### config.mk
export PLATFORM = sky130hd
export DESIGN_NAME = kdtree_stream_loader_flat
export DESIGN_NICKNAME = d
export VERILOG_FILES = /design/src/rtl/kdtree_stream_loader_pkg.sv /design/src/rtl/kdtree_stream_loader_if.sv /design/src/rtl/kdtree_stream_loader_patch_packer.sv /design/src/rtl/kdtree_stream_loader.sv /design/src/flat_wrapper.sv
export SDC_FILE = /design/constraint.sdc
export NUM_CORES = 1
export LEC_CHECK = 0
export CORE_MARGIN = 10
export CORE_UTILIZATION = 30
export CTS_CLUSTER_DIAMETER = 100
export DETAILED_ROUTE_END_ITERATION = 8
export DONT_BUFFER_PORTS = 1
export GPL_ROUTABILITY_DRIVEN = 0
export PLACE_DENSITY = 0.42
export SYNTH_ARGS = -nofsm -noshare
export SYNTH_HDL_FRONTEND = slang
export SYNTH_HIERARCHICAL = 1
export SYNTH_SLANG_ARGS = --single-unit
### constraint.sdc
create_clock -name clk -period 15.44 [get_ports clk]
set_clock_uncertainty 0.05 [all_clocks]
set_input_delay 2.316 -clock clk [delete_from_list [all_inputs] [get_ports clk]]
set_output_delay 2.316 -clock clk [all_outputs]
set_load 0.05 [all_outputs]
### src/rtl/kdtree_stream_loader_pkg.sv
// Shared constants and state encoding for the k-d tree stream loader.
package kdtree_stream_loader_pkg;

  localparam int DATA_WIDTH = 11;
  localparam int PATCH_SIZE = 5;
  localparam int LEAF_SIZE  = 8;
  localparam int NUM_LEAVES = 64;
  localparam int NUM_QUERYS = 494;
  localparam int IDX_WIDTH  = 9;
  localparam int LEAF_ADDRW = 6;

  // Derived sizes
  localparam int NUM_NODES       = NUM_LEAVES - 1;
  localparam int WORDS_PER_PATCH = PATCH_SIZE + 1;  // data words plus index word
  localparam int SLOT_W          = $clog2(LEAF_SIZE);
  localparam int QADDR_W         = $clog2(NUM_QUERYS);
  localparam int PATCH_W         = PATCH_SIZE * DATA_WIDTH;
  localparam int PCNT_W          = $clog2(WORDS_PER_PATCH);

  typedef enum logic [2:0] {
    ST_IDLE,
    ST_NODES,
    ST_LEAVES,
    ST_QUERIES,
    ST_DONE
  } state_t;

endpackage

### src/rtl/kdtree_stream_loader_if.sv
// Input FIFO read port plus the node, leaf and query write ports.
interface kdtree_stream_loader_if;
  import kdtree_stream_loader_pkg::*;

  logic                  fifo_rempty_n;
  logic [DATA_WIDTH-1:0] fifo_rdata;
  logic                  fifo_deq;

  logic                  node_wen;
  logic [LEAF_ADDRW-1:0] node_waddr;
  logic [2:0]            node_wdim;
  logic [DATA_WIDTH-1:0] node_wmedian;

  logic                  leaf_wen;
  logic [LEAF_ADDRW-1:0] leaf_waddr;
  logic [SLOT_W-1:0]     leaf_wslot;
  logic [PATCH_W-1:0]    leaf_wpatch;
  logic [IDX_WIDTH-1:0]  leaf_wpidx;

  logic                  query_wen;
  logic [QADDR_W-1:0]    query_waddr;
  logic [PATCH_W-1:0]    query_wpatch;

  // Loader side: pops the FIFO and drives the write ports
  modport master (
    input  fifo_rempty_n, fifo_rdata,
    output fifo_deq,
    output node_wen, node_waddr, node_wdim, node_wmedian,
    output leaf_wen, leaf_waddr, leaf_wslot, leaf_wpatch, leaf_wpidx,
    output query_wen, query_waddr, query_wpatch
  );

  // Environment side: FIFO and the memories being filled
  modport slave (
    output fifo_rempty_n, fifo_rdata,
    input  fifo_deq,
    input  node_wen, node_waddr, node_wdim, node_wmedian,
    input  leaf_wen, leaf_waddr, leaf_wslot, leaf_wpatch, leaf_wpidx,
    input  query_wen, query_waddr, query_wpatch
  );

endinterface

### src/rtl/kdtree_stream_loader_patch_packer.sv
// Word counter and shift/pack register shared by leaf and query patches.
// Data words shift in from the top so word 0 ends up at the LSBs.
module patch_packer
  import kdtree_stream_loader_pkg::*;
(
  input  logic                  clk,
  input  logic                  rst,
  input  logic                  clr_i,       // drop any partial patch
  input  logic                  word_vld_i,  // a word is accepted this cycle
  input  logic                  idx_mode_i,  // patch carries a trailing index word
  input  logic [DATA_WIDTH-1:0] word_i,
  output logic [PATCH_W-1:0]    patch_q_o,   // words packed so far
  output logic [PATCH_W-1:0]    patch_d_o,   // packed value including word_i
  output logic                  last_o       // word_i completes the patch
);

  logic [PCNT_W-1:0]  cnt_q;
  logic [PATCH_W-1:0] patch_q;
  logic [PCNT_W-1:0]  last_cnt;
  logic               data_word;

  assign last_cnt  = idx_mode_i ? PCNT_W'(PATCH_SIZE) : PCNT_W'(PATCH_SIZE - 1);
  assign data_word = (cnt_q < PCNT_W'(PATCH_SIZE));
  assign patch_d_o = {word_i, patch_q[PATCH_W-1:DATA_WIDTH]};
  assign patch_q_o = patch_q;
  assign last_o    = word_vld_i && (cnt_q == last_cnt);

  // Count words within a patch and shift data words into the pack register
  always_ff @(posedge clk or posedge rst) begin
    if (rst) begin
      cnt_q   <= '0;
      patch_q <= '0;
    end else if (clr_i) begin
      cnt_q   <= '0;
      patch_q <= '0;
    end else if (word_vld_i) begin
      cnt_q <= last_o ? '0 : cnt_q + 1'b1;
      if (data_word) patch_q <= patch_d_o;
    end
  end

endmodule

### src/rtl/kdtree_stream_loader.sv
// Streams internal nodes, leaf patches and query patches out of a FIFO
// into their respective memories, one word per cycle.
module kdtree_stream_loader
  import kdtree_stream_loader_pkg::*;
(
  input  logic                          clk,
  input  logic                          rst,
  input  logic                          load_kdtree,
  kdtree_stream_loader_if.master        bus,
  output logic                          busy,
  output logic                          done
);

  state_t                state_q;
  logic                  half_q;      // dimension word of the pair already taken
  logic [2:0]            dim_q;
  logic [LEAF_ADDRW-1:0] node_cnt_q;
  logic [LEAF_ADDRW-1:0] leaf_q;
  logic [SLOT_W-1:0]     slot_q;
  logic [QADDR_W-1:0]    query_q;

  logic                  node_wen_q, leaf_wen_q, query_wen_q, done_q;
  logic [LEAF_ADDRW-1:0] node_waddr_q, leaf_waddr_q;
  logic [2:0]            node_wdim_q;
  logic [DATA_WIDTH-1:0] node_wmedian_q;
  logic [SLOT_W-1:0]     leaf_wslot_q;
  logic [PATCH_W-1:0]    leaf_wpatch_q, query_wpatch_q;
  logic [IDX_WIDTH-1:0]  leaf_wpidx_q;
  logic [QADDR_W-1:0]    query_waddr_q;

  logic                  active, accept, pack_vld, pack_last;
  logic [PATCH_W-1:0]    patch_q, patch_d;

  assign active       = (state_q == ST_NODES) || (state_q == ST_LEAVES) ||
                        (state_q == ST_QUERIES);
  assign bus.fifo_deq = active && bus.fifo_rempty_n;
  assign accept       = bus.fifo_deq;
  assign pack_vld     = accept && ((state_q == ST_LEAVES) || (state_q == ST_QUERIES));

  patch_packer u_packer (
    .clk        (clk),
    .rst        (rst),
    .clr_i      (state_q == ST_IDLE),
    .word_vld_i (pack_vld),
    .idx_mode_i (state_q == ST_LEAVES),
    .word_i     (bus.fifo_rdata),
    .patch_q_o  (patch_q),
    .patch_d_o  (patch_d),
    .last_o     (pack_last)
  );

  // Sequencer: walks node pairs, leaf patches, query patches, then pulses done
  always_ff @(posedge clk or posedge rst) begin
    if (rst) begin
      state_q        <= ST_IDLE;
      half_q         <= 1'b0;
      dim_q          <= '0;
      node_cnt_q     <= '0;
      leaf_q         <= '0;
      slot_q         <= '0;
      query_q        <= '0;
      node_wen_q     <= 1'b0;
      node_waddr_q   <= '0;
      node_wdim_q    <= '0;
      node_wmedian_q <= '0;
      leaf_wen_q     <= 1'b0;
      leaf_waddr_q   <= '0;
      leaf_wslot_q   <= '0;
      leaf_wpatch_q  <= '0;
      leaf_wpidx_q   <= '0;
      query_wen_q    <= 1'b0;
      query_waddr_q  <= '0;
      query_wpatch_q <= '0;
      done_q         <= 1'b0;
    end else begin
      node_wen_q  <= 1'b0;
      leaf_wen_q  <= 1'b0;
      query_wen_q <= 1'b0;
      done_q      <= 1'b0;
      case (state_q)
        ST_IDLE: begin
          if (load_kdtree) begin
            state_q    <= ST_NODES;
            half_q     <= 1'b0;
            node_cnt_q <= '0;
            leaf_q     <= '0;
            slot_q     <= '0;
            query_q    <= '0;
          end
        end
        ST_NODES: begin
          if (accept) begin
            if (!half_q) begin
              dim_q  <= bus.fifo_rdata[2:0];
              half_q <= 1'b1;
            end else begin
              half_q         <= 1'b0;
              node_wen_q     <= 1'b1;
              node_waddr_q   <= node_cnt_q;
              node_wdim_q    <= dim_q;
              node_wmedian_q <= bus.fifo_rdata;
              node_cnt_q     <= node_cnt_q + 1'b1;
              if (node_cnt_q == LEAF_ADDRW'(NUM_NODES - 1)) state_q <= ST_LEAVES;
            end
          end
        end
        ST_LEAVES: begin
          if (pack_last) begin
            leaf_wen_q    <= 1'b1;
            leaf_waddr_q  <= leaf_q;
            leaf_wslot_q  <= slot_q;
            leaf_wpatch_q <= patch_q;
            leaf_wpidx_q  <= bus.fifo_rdata[IDX_WIDTH-1:0];
            if (slot_q == SLOT_W'(LEAF_SIZE - 1)) begin
              slot_q <= '0;
              leaf_q <= leaf_q + 1'b1;
              if (leaf_q == LEAF_ADDRW'(NUM_LEAVES - 1)) state_q <= ST_QUERIES;
            end else begin
              slot_q <= slot_q + 1'b1;
            end
          end
        end
        ST_QUERIES: begin
          if (pack_last) begin
            query_wen_q    <= 1'b1;
            query_waddr_q  <= query_q;
            query_wpatch_q <= patch_d;
            query_q        <= query_q + 1'b1;
            if (query_q == QADDR_W'(NUM_QUERYS - 1)) begin
              state_q <= ST_DONE;
              done_q  <= 1'b1;
            end
          end
        end
        ST_DONE:  state_q <= ST_IDLE;
        default:  state_q <= ST_IDLE;
      endcase
    end
  end

  assign busy             = (state_q != ST_IDLE);
  assign done             = done_q;
  assign bus.node_wen     = node_wen_q;
  assign bus.node_waddr   = node_waddr_q;
  assign bus.node_wdim    = node_wdim_q;
  assign bus.node_wmedian = node_wmedian_q;
  assign bus.leaf_wen     = leaf_wen_q;
  assign bus.leaf_waddr   = leaf_waddr_q;
  assign bus.leaf_wslot   = leaf_wslot_q;
  assign bus.leaf_wpatch  = leaf_wpatch_q;
  assign bus.leaf_wpidx   = leaf_wpidx_q;
  assign bus.query_wen    = query_wen_q;
  assign bus.query_waddr  = query_waddr_q;
  assign bus.query_wpatch = query_wpatch_q;

endmodule

### src/flat_wrapper.sv
// flat-port wrapper written by rule: the top's interface ports become plain ports
module kdtree_stream_loader_flat import kdtree_stream_loader_pkg::*;
  (clk, rst, load_kdtree, busy, done, bus_fifo_rempty_n, bus_fifo_rdata, bus_fifo_deq, bus_node_wen, bus_node_waddr, bus_node_wdim, bus_node_wmedian, bus_leaf_wen, bus_leaf_waddr, bus_leaf_wslot, bus_leaf_wpatch, bus_leaf_wpidx, bus_query_wen, bus_query_waddr, bus_query_wpatch);
  kdtree_stream_loader_if bus_i ();
  input  logic clk;
  input  logic rst;
  input  logic load_kdtree;
  output logic busy;
  output logic done;
  input wire logic [$bits(bus_i.fifo_rempty_n)-1:0] bus_fifo_rempty_n;
  input wire logic [$bits(bus_i.fifo_rdata)-1:0] bus_fifo_rdata;
  output wire logic [$bits(bus_i.fifo_deq)-1:0] bus_fifo_deq;
  output wire logic [$bits(bus_i.node_wen)-1:0] bus_node_wen;
  output wire logic [$bits(bus_i.node_waddr)-1:0] bus_node_waddr;
  output wire logic [$bits(bus_i.node_wdim)-1:0] bus_node_wdim;
  output wire logic [$bits(bus_i.node_wmedian)-1:0] bus_node_wmedian;
  output wire logic [$bits(bus_i.leaf_wen)-1:0] bus_leaf_wen;
  output wire logic [$bits(bus_i.leaf_waddr)-1:0] bus_leaf_waddr;
  output wire logic [$bits(bus_i.leaf_wslot)-1:0] bus_leaf_wslot;
  output wire logic [$bits(bus_i.leaf_wpatch)-1:0] bus_leaf_wpatch;
  output wire logic [$bits(bus_i.leaf_wpidx)-1:0] bus_leaf_wpidx;
  output wire logic [$bits(bus_i.query_wen)-1:0] bus_query_wen;
  output wire logic [$bits(bus_i.query_waddr)-1:0] bus_query_waddr;
  output wire logic [$bits(bus_i.query_wpatch)-1:0] bus_query_wpatch;
  assign bus_i.fifo_rempty_n = bus_fifo_rempty_n;
  assign bus_i.fifo_rdata = bus_fifo_rdata;
  assign bus_fifo_deq = bus_i.fifo_deq;
  assign bus_node_wen = bus_i.node_wen;
  assign bus_node_waddr = bus_i.node_waddr;
  assign bus_node_wdim = bus_i.node_wdim;
  assign bus_node_wmedian = bus_i.node_wmedian;
  assign bus_leaf_wen = bus_i.leaf_wen;
  assign bus_leaf_waddr = bus_i.leaf_waddr;
  assign bus_leaf_wslot = bus_i.leaf_wslot;
  assign bus_leaf_wpatch = bus_i.leaf_wpatch;
  assign bus_leaf_wpidx = bus_i.leaf_wpidx;
  assign bus_query_wen = bus_i.query_wen;
  assign bus_query_waddr = bus_i.query_waddr;
  assign bus_query_wpatch = bus_i.query_wpatch;
  kdtree_stream_loader u_core (.clk(clk), .rst(rst), .load_kdtree(load_kdtree), .bus(bus_i), .busy(busy), .done(done));
endmodule
==> results of run 1 <==
==> metal layers <==
layer,wire length [um],vias up
met5,0,-
met2,12610,150
met3,2812,32
li1,-,2695
met1,12050,3017
met4,451,0
==> worst max-delay path by stage <==
stage / start / endpoint / slack (ps)
after detailed placement: bus_fifo_rempty_n / u_core/leaf_q[5]$_DFFE_PP0P_ / 9990
after CTS: bus_fifo_rempty_n / bus_fifo_deq / 10350
after floorplan: rst / u_core/bus.leaf_waddr[0]$_DFFE_PP0P_ / 7850
after global placement: bus_fifo_rempty_n / u_core/leaf_q[5]$_DFFE_PP0P_ / 10000
after global routing: bus_fifo_rempty_n / bus_fifo_deq / 10310
final: bus_fifo_rempty_n / bus_fifo_deq / 10350
==> flip-flops by register name, indices dropped and copies added (netlist names), 3 cells and up <==
name / cells
u_core/query_q: 9
u_core/bus.node_waddr: 6
u_core/u_packer/cnt_q: 3
u_core/state_q: 3
u_core/bus.node_wmedian: 11
u_core/slot_q: 3
u_core/u_packer/patch_q_o: 55
u_core/bus.query_wpatch: 55
u_core/leaf_q: 6
u_core/bus.leaf_waddr: 6
u_core/node_cnt_q: 6
u_core/bus.leaf_wpidx: 9
u_core/bus.node_wdim: 3
u_core/bus.leaf_wpatch: 55
u_core/dim_q: 3
u_core/bus.leaf_wslot: 3
u_core/bus.query_waddr: 9
==> cell families after synthesis <==
| kind of cell | Yosys count | share of synthesized area, % |
|---|---|---|
| buf+inv | 108 | 7.179 |
| mux | 100 | 11.02 |
| compound gates | 89 | 6.860 |
| simple gates | 278 | 11.57 |
| flops | 250 | 61.36 |
| fa+ha+maj | 8 | 0.9818 |
| xor+xnor | 12 | 1.031 |
==> power groups by stage <==
stage                     sequential, mW  clock, mW  combinational [mW]
after global placement             0.778          0              0.0530
after CTS                          0.767      0.708              0.0537
final                              0.765      0.680              0.0513
after detailed placement           0.778          0              0.0537
after global routing               0.770      0.735              0.0589
after floorplan                    0.768          0              0.0455
==> critical path: stages <==
cell and delay (ps):
nand2b_1 50, a21oi_1 130, buf_4 230
==> cell type report <==
type                       instances  area, um^2  share of cell area [%]
clock buffer                      43       880.8                   7.933
clock inverter                     9       72.57                  0.6536
inverter                          10       48.80                  0.4395
multi-input combinational        487        3217                   28.97
sequential                       250        6256                   56.34
tap                              448       560.5                   5.048
timing repair buffer               9       67.56                  0.6085
==> cell usage after synthesis, drive strengths merged (2+ instances only) <==
cell / count / share of area (%)
dfrtp: 250 / 61
nand2: 206 / 7.6
mux2: 98 / 11
buf: 92 / 6.6
a22o: 55 / 4.7
nor2: 20 / 0.74
nand3: 16 / 0.83
o21ai: 16 / 0.82
xor2: 12 / 1.0
a21oi: 9 / 0.59
inv: 9 / 0.33
ha: 8 / 0.98
clkbuf: 6 / 0.22
and3: 5 / 0.31
nor2b: 5 / 0.31
and2: 4 / 0.25
nand4: 4 / 0.25
nor3: 3 / 0.15
nor3b: 3 / 0.27
a31oi: 2 / 0.12
mux2i: 2 / 0.20
nand2b: 2 / 0.12
o2111ai: 2 / 0.17
o31ai: 2 / 0.15
or3b: 2 / 0.17
or4: 2 / 0.15
==> through the flow <==
stage | setup WS [ps] | instances | util, % | total power [mW] | area (um^2)
CTS | 10350 | 1256 | 33.11 | 1.528 | 11100
detailed placement | 9988 | 1204 | 30.27 | 0.8316 | 10150
global route | 10310 | 1256 | 33.11 | 1.564 | 11100
floorplan | 7847 | 845 | - | 0.8138 | 10200
global placement | 10000 | 1204 | 30.27 | 0.8314 | 10150
finish | 10350 | 1256 | 33.11 | 1.497 | 11100
==> reports/metrics.cfg, run 1 <==
[outcome]
status = finished, final reports clean

[critical_path]
worstPathArrival_ps = 2720
end_kind = output port
r2r_end = u_core/leaf_q[5]$_DFFE_PP0P_
required_ps = 13070
ff2ff_setup_slack_ps = 11540
path_class = in2out
rr_startpoint = u_core/state_q[1]$_DFFE_PP0P_
ff2ff_path_depth = 11
critPathLaunchType = input pin
crit_fanout = 4

[clocking]
post_cts_resized = 0
insertion_delay_ps = 550
cts_tree = done
clkSinkCount = 250
htree_levels = 1
ctsHoldBuffers = 0
cts_buffers = 30
root_buffer = clkbuf_16
clockBufferDepth = 3
clk_pin_slew_worst_paths_ps = 60
cts_setup_buffers = 0

[power_and_ir_drop]
power_leakage_nw = 5.541
p_int_mw = 1.111
combPwrFrac_pct = 3.4
irDropWorstVdd_uv = 91.51
p_sw_mw = 0.3861
p_per_area_nw_per_um2 = 134.8
p_seq_share_pct = 51.1
pwr-share-clk_pct = 45.4
switching_share_pct = 25.80

[grt]
grt_pass1_vias = 6195
use_met3_pct = 5.548
grt-ovfl-total = 0
top_usage_layer = met2
grt_use_met1_pct = 16.98
grt_first_pass_wirelength_um = 42700
gr-usage-all-layers_pct = 13.18
grt_use_met2_pct = 20.09
grt_start_max_net_pins = 126
antenna_found_initial = 0

[sta]
hold_viol = 0
worstMarginPinSlew_ps = 1022
rsz0062_at_grt = false
fin_crit_sh_pct = 32.94
setup_violations = 0
setup_tns_ps = 0
fin_hold_ws_ps = 443.6
fmax_mhz = 196.6
slew-limit-headroom_pct = 31.33
slew_violations = 0
fin_crit_ps = 5086

[cells_and_area]
final_common_cell = dfrtp_1
final_nets = 811
antenna_cells = 0
final_cell_mix = dfrtp_1 (250), nand2_1 (206), mux2_2 (98), a22o_1 (55), clkbuf_16 (31)
n_fill_cell = 3409
drive_gt1_share_pct = 20.17
syn_to_final_growth_pct = 8.896

[floorplanning]
io_pins = 178
core_area_um2 = 33530
die_x_um = 204.4
dieArea_um2 = 41760
rows = 67
start_util_pct = 30.41
die_h_um = 204.4

[logic_synthesis]
synthArstFlopShare_pct = 100.0
syn_area_um2 = 10200
syn_avg_cell_area_um2 = 12.07
netlist_instances = 845
synth_seq_cells = 250
synthDistinctLibCells = 48
synth-main-ff-cell = dfrtp_1
synth_sequential_area_ratio_pct = 61.36
synth-warning-count = 6
syn_nets = 868
synth_edf_count = 0

[drt]
postRouteAntennaNets = 0
wl_um = 27930
drc = 0
dr_total_vias = 5894
drt_iter0_drc = 278
drt_pass1_iterations = 4
wl_per_cell_um = 22.23
viasPerCell = 4.693

[run]
cap_violations = 0

[hold_path]
min_path_cells = 1
hold_class = reg2reg
min_to = u_core/u_packer/patch_q_o[0]$_DFFE_PP0P_
min_from = u_core/u_packer/patch_q_o[0]$_DFFE_PP0P_

[placement]
io_buffers = 0
dp_hpwl_um = 17870

Power figures use the tool's default switching activity.
==> run 2: changes to the inputs <==
--- a/config.mk
+++ b/config.mk
@@ -11,7 +11,7 @@
 export DETAILED_ROUTE_END_ITERATION = 8
 export DONT_BUFFER_PORTS = 1
 export GPL_ROUTABILITY_DRIVEN = 0
-export PLACE_DENSITY = 0.42
+export PLACE_DENSITY = 0.43
 export SYNTH_ARGS = -nofsm -noshare
 export SYNTH_HDL_FRONTEND = slang
 export SYNTH_HIERARCHICAL = 1
==> constraint.sdc (replaced) <==
create_clock -name clk -period 4.3 [get_ports clk]
set_clock_uncertainty 0.05 [all_clocks]
set_input_delay 0.645 -clock clk [delete_from_list [all_inputs] [get_ports clk]]
set_output_delay 0.645 -clock clk [all_outputs]
set_load 0.05 [all_outputs]
==> reports/metrics.cfg, run 2 (synthesis results as in run 1) <==
[sta]
slew_violations = 0
fmax_mhz = 324.8
setup_tns_ps = 0
setup_violations = 0
worstMarginPinSlew_ps = 954.4
hold_viol = 1
fin_crit_sh_pct = 71.59
rsz0062_at_grt = false
fin_hold_ws_ps = -0.9266
layout_setup_ws_ps = 1222
slew-limit-headroom_pct = 35.89
fin_crit_ps = 3078

[run]
cap_violations = 0

[cells_and_area]
n_fill_cell = 3407
final_cell_mix = dfrtp_1 (250), nand2_1 (206), mux2_2 (98), a22o_1 (55), clkbuf_16 (31)
drive_gt1_share_pct = 20.00
antenna_cells = 0
multiInputGateArea_um2 = 3217
regArea_um2 = 6256
syn_to_final_growth_pct = 9.326
final_nets = 812
post-route-util_pct = 33.24
final_common_cell = dfrtp_1

[critical_path]
crit_family = buffers and inverters
critical_path_buf_inv_count = 3
path_class = reg2reg
required_ps = 4680
critPathLaunch = u_core/state_q[1]$_DFFE_PP0P_
critPathLaunchType = flip-flop
cp_slowest_cell = dfrtp_1
rr_startpoint = u_core/state_q[1]$_DFFE_PP0P_
crit_chain = inv_1, nor3_1, xor2_1, nor3b_1, and2_1, nand3_2, inv_4, buf_12, mux2_2
max_stage_delay_ps = 500
worstPathArrival_ps = 3460
crit_fanout = 46
end_kind = flip-flop

[clocking]
clk_pin_slew_worst_paths_ps = 60
post_cts_resized = 0
cts_buffers = 30
insertion_delay_ps = 540
root_buffer = clkbuf_16
clkSinkCount = 250
clockBufferDepth = 3
ctsHoldBuffers = 0
cts_setup_buffers = 0
cts_tree = done
htree_levels = 1

[floorplanning]
rows = 67
core_area_um2 = 33530
dieArea_um2 = 41760
io_pins = 178
die_x_um = 204.4
die_h_um = 204.4
start_util_pct = 30.41

[drt]
highest_layer = met4
wl_um = 27280
met2_length_um = 12200
postRouteAntennaNets = 0
dr_total_vias = 5920
drc = 0
drt_pass1_iterations = 4
viasPerCell = 4.706
wl_met1_um = 12020
drt_iter0_drc = 201
wl_per_cell_um = 21.69
wl_met3_um = 2516

[power_and_ir_drop]
switching_share_pct = 25.74
p_per_area_nw_per_um2 = 483.0
irDropWorstVdd_uv = 414.7
p_seq_share_pct = 51.0
p_int_mw = 3.999
combPwrFrac_pct = 3.5
power_leakage_nw = 5.551
p_sw_mw = 1.386
pwr-share-clk_pct = 45.6

[grt]
grt-ovfl-total = 0
grt_pass1_vias = 6093
grt_first_pass_wirelength_um = 41480
gr-usage-all-layers_pct = 12.86
antenna_found_initial = 0
grt_start_max_net_pins = 109

[outcome]
violations = negative hold slack
status = finished, violations left

[placement]
dpl_worst_slack_ps = 1226
dp_hpwl_um = 18070
io_buffers = 0

[hold_path]
hold_class = in2async

[run 2: changes by cell type in the layout (fill, tap and decap cells not counted), sizes merged]
| cell | change |
|---|---|
| buf | +1 |
| clkbuf | +3 |
| clkinv | -2 |
[run 2: final timing paths]
path	depth (start not counted)	endpoint	slack, ps
worst max-delay path	9	u_core/bus.leaf_waddr[4]$_DFFE_PP0P_	1220
max in group asynchronous	2	u_core/bus.leaf_wpidx[2]$_DFFE_PP0P_	3160
worst min register to register	1	u_core/node_cnt_q[4]$_DFFE_PP0P_	440
worst min-delay path	1	u_core/u_packer/patch_q_o[10]$_DFFE_PP0P_	-0.9
min in group clk	2	u_core/bus.query_wpatch[44]$_DFFE_PP0P_	160
worst max register to register	9	u_core/bus.leaf_waddr[4]$_DFFE_PP0P_	1220
[run 2: final cells by class]
class | count | share of cell area [%]
inverters | 10 | 0.4041
multi-input cells | 487 | 28.86
well taps | 448 | 5.029
clock buffers | 46 | 8.003
flip-flops and latches | 250 | 56.12
clock inverters | 7 | 0.5725
repair buffers | 10 | 1.010
[run 2: through the flow]
step           std cells  total power, mW  cell area (um^2)
3_3_place_gp        1205            2.985             10190
3_5_place_dp        1205            2.986             10190
6_report            1258            5.384             11150
4_1_cts             1258            5.488             11150
2_1_floorplan        845            2.922             10200
5_1_grt             1258            5.598             11150
[run 2: metal layers]
metal  global-route usage, %  vias to the layer above
met1                   17.01                     3026
met4                   2.936                        0
met2                   19.31                      152
met3                   5.183                       34
met5                       0                        -
li1                        -                     2708
[run 2: power by group through the flow]
stage          clock network (mW)  logic [mW]  registers, mW
2_1_floorplan                   0       0.164           2.76
3_5_place_dp                    0       0.196           2.79
4_1_cts                      2.54       0.196           2.75
6_report                     2.45       0.187           2.74
3_3_place_gp                    0       0.193           2.79
5_1_grt                      2.62       0.215           2.76
